`src/rtl/mips_mc_control_pkg.sv`:
```
// Shared encodings for the multi-cycle MIPS control unit: FSM states, opcodes,
// ULA/ALUSrcB/PCSource/BranchOp codes and the packed control-word layout.
package mips_mc_control_pkg;

  typedef enum logic [3:0] {
    S_FETCH  = 4'd0,
    S_DECODE = 4'd1,
    S_MEMADR = 4'd2,
    S_MEMRD  = 4'd3,
    S_MEMWB  = 4'd4,
    S_MEMWR  = 4'd5,
    S_EXEC   = 4'd6,
    S_RWB    = 4'd7,
    S_BRANCH = 4'd8,
    S_ADDIEX = 4'd9,
    S_ADDIWB = 4'd10,
    S_JUMP   = 4'd11
  } state_t;

  localparam logic [5:0] OP_RTYPE = 6'h00;
  localparam logic [5:0] OP_LW    = 6'h23;
  localparam logic [5:0] OP_SW    = 6'h2B;
  localparam logic [5:0] OP_BEQ   = 6'h04;
  localparam logic [5:0] OP_BNE   = 6'h05;
  localparam logic [5:0] OP_ADDI  = 6'h08;
  localparam logic [5:0] OP_J     = 6'h02;

  localparam logic [2:0] ULA_ADD   = 3'b000;
  localparam logic [2:0] ULA_SUB   = 3'b001;
  localparam logic [2:0] ULA_FUNCT = 3'b010;

  localparam logic [1:0] SRCB_REG      = 2'b00;
  localparam logic [1:0] SRCB_FOUR     = 2'b01;
  localparam logic [1:0] SRCB_SEXT     = 2'b10;
  localparam logic [1:0] SRCB_SEXT_SH2 = 2'b11;

  localparam logic [1:0] PCSRC_ULA    = 2'b00;
  localparam logic [1:0] PCSRC_ALUOUT = 2'b01;
  localparam logic [1:0] PCSRC_JUMP   = 2'b10;

  localparam logic [1:0] BR_NONE = 2'b00;
  localparam logic [1:0] BR_EQ   = 2'b01;
  localparam logic [1:0] BR_NE   = 2'b10;

  typedef struct packed {
    logic       pc_write;
    logic       pc_write_cond;
    logic       ior_d;
    logic       mem_read;
    logic       mem_write;
    logic       ir_write;
    logic       mem_to_reg;
    logic       reg_dst;
    logic       reg_write;
    logic       alu_src_a;
    logic [1:0] alu_src_b;
    logic [2:0] ula_operation;
    logic [1:0] pc_source;
    logic [1:0] branch_op;
    logic       instr_done;
    logic       illegal_op;
  } ctrl_t;

  function automatic logic is_legal_op(input logic [5:0] op);
    return (op == OP_RTYPE) || (op == OP_LW) || (op == OP_SW) || (op == OP_BEQ) ||
           (op == OP_BNE) || (op == OP_ADDI) || (op == OP_J);
  endfunction

endpackage

```
`src/rtl/mips_mc_control_next_state.sv`:
```
// Combinational next-state map of the multi-cycle control FSM.
// Opcode is consulted only in DECODE and MEMADR, where the IR is stable.
module mc_next_state
  import mips_mc_control_pkg::*;
(
  input  logic [3:0] state,
  input  logic [5:0] opcode,
  input  logic       mem_ready,
  output logic [3:0] next_state
);

  always_comb begin
    next_state = S_FETCH;
    case (state)
      S_FETCH:  next_state = mem_ready ? S_DECODE : S_FETCH;
      S_DECODE: begin
        case (opcode)
          OP_RTYPE:     next_state = S_EXEC;
          OP_LW, OP_SW: next_state = S_MEMADR;
          OP_BEQ, OP_BNE: next_state = S_BRANCH;
          OP_ADDI:      next_state = S_ADDIEX;
          OP_J:         next_state = S_JUMP;
          default:      next_state = S_FETCH;
        endcase
      end
      S_MEMADR: next_state = (opcode == OP_LW) ? S_MEMRD : S_MEMWR;
      S_MEMRD:  next_state = mem_ready ? S_MEMWB : S_MEMRD;
      S_MEMWR:  next_state = mem_ready ? S_FETCH : S_MEMWR;
      S_EXEC:   next_state = S_RWB;
      S_ADDIEX: next_state = S_ADDIWB;
      // MEMWB, RWB, BRANCH, ADDIWB, JUMP and unused codes all return to FETCH
      default:  next_state = S_FETCH;
    endcase
  end

endmodule

```
`src/rtl/mips_mc_control.sv`:
```
// Moore control FSM for the multi-cycle MIPS datapath: state register, output
// decode, and retired-instruction counter. All outputs read 0 while reset is high.
module mips_mc_control
  import mips_mc_control_pkg::*;
#(
  parameter int CNT_W = 32
) (
  input  logic             clock,
  input  logic             reset,
  input  logic [5:0]       opcode,
  input  logic             mem_ready,
  output logic             PCWrite,
  output logic             PCWriteCond,
  output logic             IorD,
  output logic             MemRead,
  output logic             MemWrite,
  output logic             IRWrite,
  output logic             MemtoReg,
  output logic             RegDst,
  output logic             RegWrite,
  output logic             ALUSrcA,
  output logic [1:0]       ALUSrcB,
  output logic [2:0]       ula_operation,
  output logic [1:0]       PCSource,
  output logic [1:0]       BranchOp,
  output logic [3:0]       state,
  output logic             instr_done,
  output logic             illegal_op,
  output logic [CNT_W-1:0] retired
);

  state_t           state_q;
  logic [3:0]       next_state;
  ctrl_t            ctrl;
  ctrl_t            ctrl_out;
  logic [CNT_W-1:0] retired_q;

  mc_next_state u_next_state (
    .state      (state_q),
    .opcode     (opcode),
    .mem_ready  (mem_ready),
    .next_state (next_state)
  );

  always_ff @(posedge clock) begin
    if (reset) begin
      state_q <= S_FETCH;
    end else begin
      state_q <= state_t'(next_state);
    end
  end

  always_comb begin
    ctrl = '0;
    case (state_q)
      S_FETCH: begin
        ctrl.mem_read  = 1'b1;
        ctrl.alu_src_b = SRCB_FOUR;
        ctrl.ir_write  = mem_ready;
        ctrl.pc_write  = mem_ready;
      end
      S_DECODE: begin
        ctrl.alu_src_b  = SRCB_SEXT_SH2;
        ctrl.illegal_op = !is_legal_op(opcode);
      end
      S_MEMADR, S_ADDIEX: begin
        ctrl.alu_src_a = 1'b1;
        ctrl.alu_src_b = SRCB_SEXT;
      end
      S_MEMRD: begin
        ctrl.ior_d    = 1'b1;
        ctrl.mem_read = 1'b1;
      end
      S_MEMWB: begin
        ctrl.mem_to_reg = 1'b1;
        ctrl.reg_write  = 1'b1;
        ctrl.instr_done = 1'b1;
      end
      S_MEMWR: begin
        ctrl.ior_d      = 1'b1;
        ctrl.mem_write  = 1'b1;
        ctrl.instr_done = mem_ready;
      end
      S_EXEC: begin
        ctrl.alu_src_a     = 1'b1;
        ctrl.ula_operation = ULA_FUNCT;
      end
      S_RWB: begin
        ctrl.reg_dst    = 1'b1;
        ctrl.reg_write  = 1'b1;
        ctrl.instr_done = 1'b1;
      end
      S_BRANCH: begin
        // BranchOp only selects the comparison sense; PCWriteCond stays state-only
        ctrl.alu_src_a     = 1'b1;
        ctrl.ula_operation = ULA_SUB;
        ctrl.pc_write_cond = 1'b1;
        ctrl.pc_source     = PCSRC_ALUOUT;
        ctrl.branch_op     = (opcode == OP_BEQ) ? BR_EQ :
                             (opcode == OP_BNE) ? BR_NE : BR_NONE;
        ctrl.instr_done    = 1'b1;
      end
      S_ADDIWB: begin
        ctrl.reg_write  = 1'b1;
        ctrl.instr_done = 1'b1;
      end
      S_JUMP: begin
        ctrl.pc_write   = 1'b1;
        ctrl.pc_source  = PCSRC_JUMP;
        ctrl.instr_done = 1'b1;
      end
      default: ctrl = '0;
    endcase
  end

  always_ff @(posedge clock) begin
    if (reset) begin
      retired_q <= '0;
    end else if (ctrl.instr_done) begin
      retired_q <= retired_q + CNT_W'(1);
    end
  end

  assign ctrl_out = reset ? '0 : ctrl;

  assign PCWrite       = ctrl_out.pc_write;
  assign PCWriteCond   = ctrl_out.pc_write_cond;
  assign IorD          = ctrl_out.ior_d;
  assign MemRead       = ctrl_out.mem_read;
  assign MemWrite      = ctrl_out.mem_write;
  assign IRWrite       = ctrl_out.ir_write;
  assign MemtoReg      = ctrl_out.mem_to_reg;
  assign RegDst        = ctrl_out.reg_dst;
  assign RegWrite      = ctrl_out.reg_write;
  assign ALUSrcA       = ctrl_out.alu_src_a;
  assign ALUSrcB       = ctrl_out.alu_src_b;
  assign ula_operation = ctrl_out.ula_operation;
  assign PCSource      = ctrl_out.pc_source;
  assign BranchOp      = ctrl_out.branch_op;
  assign instr_done    = ctrl_out.instr_done;
  assign illegal_op    = ctrl_out.illegal_op;
  assign state         = reset ? 4'd0 : state_q;
  assign retired       = reset ? '0 : retired_q;

endmodule

```
`config.mk`:
```
export PLATFORM = sky130hd
export DESIGN_NAME = mips_mc_control
export DESIGN_NICKNAME = d
export VERILOG_FILES = /design/src/rtl/mips_mc_control_pkg.sv /design/src/rtl/mips_mc_control_next_state.sv /design/src/rtl/mips_mc_control.sv
export SDC_FILE = /design/constraint.sdc
export NUM_CORES = 1
export LEC_CHECK = 0
export ABC_AREA = 1
export CAP_MARGIN = 15
export CORE_MARGIN = 3
export CORE_UTILIZATION = 45
export CTS_BUF_LIST = sky130_fd_sc_hd__clkbuf_4
export DETAILED_ROUTE_END_ITERATION = 16
export PLACE_DENSITY = 0.74
export SLEW_MARGIN = 10
export SYNTH_ARGS = -nofsm -noshare
export SYNTH_HDL_FRONTEND = slang
export SYNTH_SLANG_ARGS = --single-unit
```
`constraint.sdc`:
```
create_clock -name clock -period 1.66 [get_ports clock]
set_clock_uncertainty 0.05 [all_clocks]
set_input_delay 0.332 -clock clock [delete_from_list [all_inputs] [get_ports clock]]
set_output_delay 0.332 -clock clock [all_outputs]
set_load 0.01 [all_outputs]
```
### Word-level counts from Yosys, hierarchy flattened

Index checks and enable logic that the tools add are counted.

| word-level totals | value |
|---|---|
| register bits | 36 |
| bits of input ports | 9 |
| word-level logic and storage cells | 64 |

| operators by class | value |
|---|---|
| add/subtract/negate cells | 1 |
| eq/ne operators | 17 |
| mux-type cells | 27 |
| reductions and logical operators | 17 |

Operator list:

| cell | number |
|---|---|
| adder 32 x 1 -> 32 bit (second input constant) | 1 |
| 2-to-1 mux 32 bit | 1 |
| one-hot mux 4 bit (7 select lines) | 1 |
| 2-to-1 mux 21 bit | 1 |
| one-hot mux 4 bit (5 select lines) | 1 |
| == test 4 x 3 -> 1 bit (second input constant) | 4 |
| == test 4 bit (second input constant) | 4 |
| == test 6 x 3 -> 1 bit (second input constant) | 2 |
| == test 6 bit (second input constant) | 2 |
| 2-to-1 mux 1 bit | 11 |
| OR reduction 2 bit | 5 |
| 2-to-1 mux 3 bit | 3 |
| == test 4 x 2 -> 1 bit (second input constant) | 2 |
| one-hot mux 2 bit (2 select lines) | 2 |
| == test 6 x 2 -> 1 bit (second input constant) | 1 |
| == test 6 x 4 -> 1 bit (second input constant) | 1 |
| zero test 6 bit | 1 |
| logical OR 1 bit | 6 |
| 2-to-1 mux 2 bit | 3 |
| one-hot mux 2 bit (3 select lines) | 1 |
| OR reduction 5 bit | 1 |
| == test 4 x 1 -> 1 bit (second input constant) | 1 |
| zero test 4 bit | 1 |
| 2-to-1 mux 4 bit | 1 |
| 4 further kinds | 5 |

### Depth between registers and ports, before layout

| logic depth | value |
|---|---|
| depth in word-level cells | 10 |
| mapped depth | 10 |

### Cells and area by module

Synthesis repeated with hierarchy kept, for this count alone.

| second synthesis, totals | value |
|---|---|
| cell total of the unflattened synthesis | 502 |
| area total of the unflattened synthesis | 2771.4 um^2 |

Modules (own cells, without submodules):

| module | instances | cells each | area an instance (um^2) | sequential area each (um^2) |
|---|---|---|---|---|
| mips_mc_control | 1 | 434 | 2467.4 | 720.7 |
| mc_next_state | 1 | 68 | 304.0 | 0.0 |

### Worst setup path before layout

OpenSTA, ideal clock, no wires.

| timing path | value |
|---|---|
| path type | reg-to-output |
| start point | reg state_q[3] |
| end point | out illegal_op |
| arrival | 1.263 ns |
| required time | 1.278 ns |
| setup slack | 0.015 ns |
| stages on the path, launching flop included | 6 |
| buffers on the path | 0 |
| cells stage by stage | dfxtp_1 > nor2_1 > inv_1 > nor2_1 > nand2_1 > nor3_1 |

| on the way | value |
|---|---|
| longest elaborated chain between the ends | 3 |

Ends and longest elaborated chain:

| element | RTL line | source |
|---|---|---|
| start, declared | mips_mc_control.sv:32 | `state_t state_q;` |
| start signal, assigned | mips_mc_control.sv:49 | `state_q <= state_t'(next_state);` |
| == test 4 x 1 -> 1 bit | mips_mc_control.sv:55 | `case (state_q)` |
| 2-to-1 mux 1 bit | mips_mc_control.sv:55 |  |
| 2-to-1 mux 21 bit | mips_mc_control.sv:124 | `assign ctrl_out = reset ? '0 : ctrl;` |
| end, declared | mips_mc_control.sv:28 | `output logic illegal_op,` |

Every way passes these cells.

### Worst setup path after layout

| timing path | value |
|---|---|
| start point | reg state_q[0] |
| end point | out ALUSrcA |

| on the way | value |
|---|---|
| longest elaborated chain between the ends | 4 |
| elaborated cells on any way between the ends | 7 |

Ends and longest elaborated chain:

| element | RTL line | source |
|---|---|---|
| == test 4 bit, or another cell as far along | mips_mc_control.sv:55 |  |
| OR reduction 4 bit (no line) * | -- |  |
| 2-to-1 mux 1 bit * | mips_mc_control.sv:55 |  |
| 2-to-1 mux 21 bit * | mips_mc_control.sv:124 |  |
| end, declared | mips_mc_control.sv:21 | `output logic ALUSrcA,` |

Mark *: on every way between the ends. The rest lies on a longest branch, timed or not.

==> summary.md <==
| Metric | Value |
|---|---|
| CP startpoint | state_q[0]$_SDFF_PP0_ |
| Simple-Gate Fraction of Synth Area | 0.488 |
| Area contributors post-synth | dfxtp_1 27%, nor2_1 15%, nand2_1 15% |
| Post-synthesis compound-gate area fraction | 0.0661 |
| Crit path DAT | 1.52 ns |
| Beginning of the worst hold path | reset |
| Pre-CTS WS | -0.759 ns |
| # setup viols final | 21 |
| Largest net degree at the start of global routing | 53 |
| Mapped Area | 2670 µm² |
| Post-synth top area cell | dfxtp_1 |
| Initial antenna violation count | 0 |
| Hold Buf Count CTS | 0 |
| Area after DPL | between 3000 and 4000 µm² |
| Root buf cell | clkbuf_4 |
| Die Y-Extent | roughly 83 µm |
| Grt ovf | 0 |
| Clock slew seen by the registers of the worst setup and hold paths | 0.11 ns |
| Post-Synth Adder-Cell Area | 0.00469 |
| ANT nets after route | 0 |
| DR vias | 3407 |
| Failing checks | setup timing |
| DRT iter0 DRCs | between 200 and 250 |
| Net switching power | between 0.4 and 0.5 mW |
| Type of the worst setup path | register to output port |
| Non-filler instance count after layout | between 600 and 700 |
| Syn Nets | roughly 480 |
| Worst setup EP type | output port |
| CTS tree | built |
| Yosys warnings | 0 |
| Cells after Synth | 471 |
| Maximum Capacitance Violations | 0 |
| Combinational fraction of design power | 0.154 |
| Max clock buf depth | 2 |
| First-pass DRT Iterations | 4 |
| PD cells | 376 nW/µm² |
| Sw Ratio | 0.288 |
| Die X | 83.0 µm |
| Starting Density | 0.476 |
| Min-delay worst type | primary input to register |
| Final worst-path cycle share | 1.15 |
| Clock Latency Late Sink | roughly 0.33 ns |
| Setup WS post-layout | -0.244 ns |
| Fraction of layout cells with a size suffix above 1 | 0.336 |
| Clk sinks | 36 |
| Fmax | around 530 MHz |
| Antenna cells | 0 |
| Total die area | roughly 7000 µm² |
| Dpl cells | between 600 and 700 |
| Tmin final | about 1.9 ns |
| Cell area after layout | around 4100 µm² |
| Area grow syn2layout | 55.4% |
| Nets | 602 |
| WL final | a little under 9000 µm |
| Static leakage | 2.01 nW |
| # rows | 27 |
| Largest family of logic cells by synthesized area | simple AND/OR/NAND/NOR gates |
| Post-DP HPWL | about 5500 µm |
| Remaining DRCs | 0 |
| Peak VDD IR | ~310 µV |
| Final Wtd Congestion | just under 0.9 |
| Critical Path RT | 1.28 ns |
| Mean Syn Cell Area | 5.67 µm² |
| Fin. max-slew vios | 0 |
| Post-synth top area share | 0.270 |
| Count of different cell masters after synthesis | 31 |
| R2R depth | 10 |
| Critical path fanouts, max | 4 |
| Reg2reg start | retired_q[0]$_SDFFE_PP0P_ |
| Sequential Power Share | 0.547 |
| Post-Synth XOR/XNOR Area | 0.0197 |
| Clock network power share | 0.299 |
| IO buf count | 64 |
| IO Pins | 66 |
| Core area | roughly 5600 µm² |
| Hold depth | 3 |
| RSZ-0062 raised after global routing | true |
| Htree depth | 2 |
| Internal Power | 1.11 mW |
| Vias in the first global route | 3098 |
| Sequential element share of the synthesized area | 0.270 |
| First-pass GRT wire length | between 10000 and 15000 µm |
| Vias per cell | 5.12 |
| Mux cell area share after synthesis | 0 |
| CP Launch Type | register |
| Routed WL per cell | approximately 13 µm |
| Final hold violation count | 0 |
| Status | finished, violations left |
| Total GRT Usage | 0.227 |
| FF+latch count, synth | 36 |
| TritonCTS buffer count | 5 |
==> critical path, stage by stage (launching register included) <==
cell and delay, ns:
dfxtp_4 0.39, buf_4 0.14, nor2_4 0.10, inv_2 0.08, a221oi_2 0.29, buf_2 0.19
==> through the flow <==
step	hold slack (ns)	utilization	TNS (ns)	power [mW]
floorplan	0.415	-	0	0.978
global placement	0.433	0.652	-15.76	1.08
detailed placement	0.440	0.652	-17.52	1.09
CTS	0.347	0.683	-2.18	1.53
global route	0.370	0.739	-4.03	1.63
finish	0.381	0.739	-2.26	1.56
==> synth_stat cells, drive strengths merged <==
cell type  count
and2           1
dfxtp         36
ha             1
a221oi         1
nand3         36
nor2         118
or2            1
xor2           6
a31oi          1
nor3           6
nand3b         1
nor4           1
nand2        110
conb           1
clkbuf         9
o21ai          8
o211ai         1
inv           78
nand4         24
buf            9
a21oi         22
==> placed cells by master (no fill, tap or decap), types with 2 or more instances in the layout <==
| master | count |
|---|---|
| nand4_1 | 24 |
| nand3_2 | 8 |
| inv_2 | 6 |
| nor2_4 | 15 |
| o21ai_1 | 2 |
| a21oi_2 | 2 |
| nand2_2 | 6 |
| dfxtp_2 | 17 |
| dfxtp_4 | 13 |
| nor2_1 | 93 |
| buf_6 | 21 |
| xor2_1 | 6 |
| nor3_2 | 2 |
| dfxtp_1 | 6 |
| clkbuf_2 | 2 |
| clkbuf_4 | 5 |
| buf_2 | 19 |
| o21ai_0 | 5 |
| nand3_1 | 27 |
| a21oi_1 | 20 |
| nor2_2 | 10 |
| clkbuf_16 | 2 |
| clkinv_2 | 2 |
| nand2_1 | 99 |
| inv_4 | 7 |
| buf_4 | 49 |
| nor3_1 | 3 |
| dlygate4sd2_1 | 37 |
| nand2_4 | 5 |
| inv_1 | 65 |
==> cell type report <==
| type | instances | area, µm² |
|---|---|---|
| clock inverter | 3 | 13.8 |
| tap | 72 | 90.1 |
| inverter | 78 | 310 |
| sequential | 36 | 791 |
| clock buffer | 5 | 37.5 |
| fill | 461 | 1460 |
| timing repair buffer | 132 | 1110 |
| multi-input combinational | 339 | 1790 |
==> worst paths after layout <==
| kind | end | slack, ns |
|---|---|---|
| setup reg to reg | retired_q[26]$_SDFFE_PP0P_ | 0 |
| setup / recovery | ALUSrcA | -0.24 |
| hold reg to reg | retired_q[9]$_SDFFE_PP0P_ | 0.45 |
| hold / removal | retired_q[30]$_SDFFE_PP0P_ | 0.38 |
==> power by group through the flow <==
stage | sequential (mW) | combinational (mW) | clock (mW)
after floorplan | 0.888 | 0.0901 | 0
after detailed placement | 0.889 | 0.198 | 0
final | 0.853 | 0.240 | 0.467
after CTS | 0.854 | 0.207 | 0.474
after global placement | 0.889 | 0.194 | 0
after global routing | 0.853 | 0.259 | 0.514
==> registers in the layout, summed over array words and instances, names as in the netlist <==
register	count
retired_q	32
state_q	4
==> per-layer routing <==
layer / GRT usage / routed length, µm / up-vias / share of wire
met5: 0 / 0 / - / 0
met4: 0.0743 / 127 / 0 / 0.015
met3: 0.0347 / 445 / 12 / 0.051
met2: 0.402 / 4390 / 120 / 0.51
met1: 0.278 / 3690 / 1572 / 0.43
li1: - / - / 1703 / -
==> cells by family after synthesis <==
group	count (synthesis)
AND/OR/NAND/NOR	298
buffers and inverters	96
flip-flops	36
AO/OA/AOI/OAI	33
XOR/XNOR	6
adder cells (fa/ha/maj)	1
other	1
==> timing repair <==
item | CTS | global route
setup endpoints to repair | 85 | 51
resized for setup | 220 | 62
pin swaps | 13 | 15
cloned | 0 | 4
buffers inserted | 6 | 9
No activity file was read; power rests on OpenSTA's default activity.
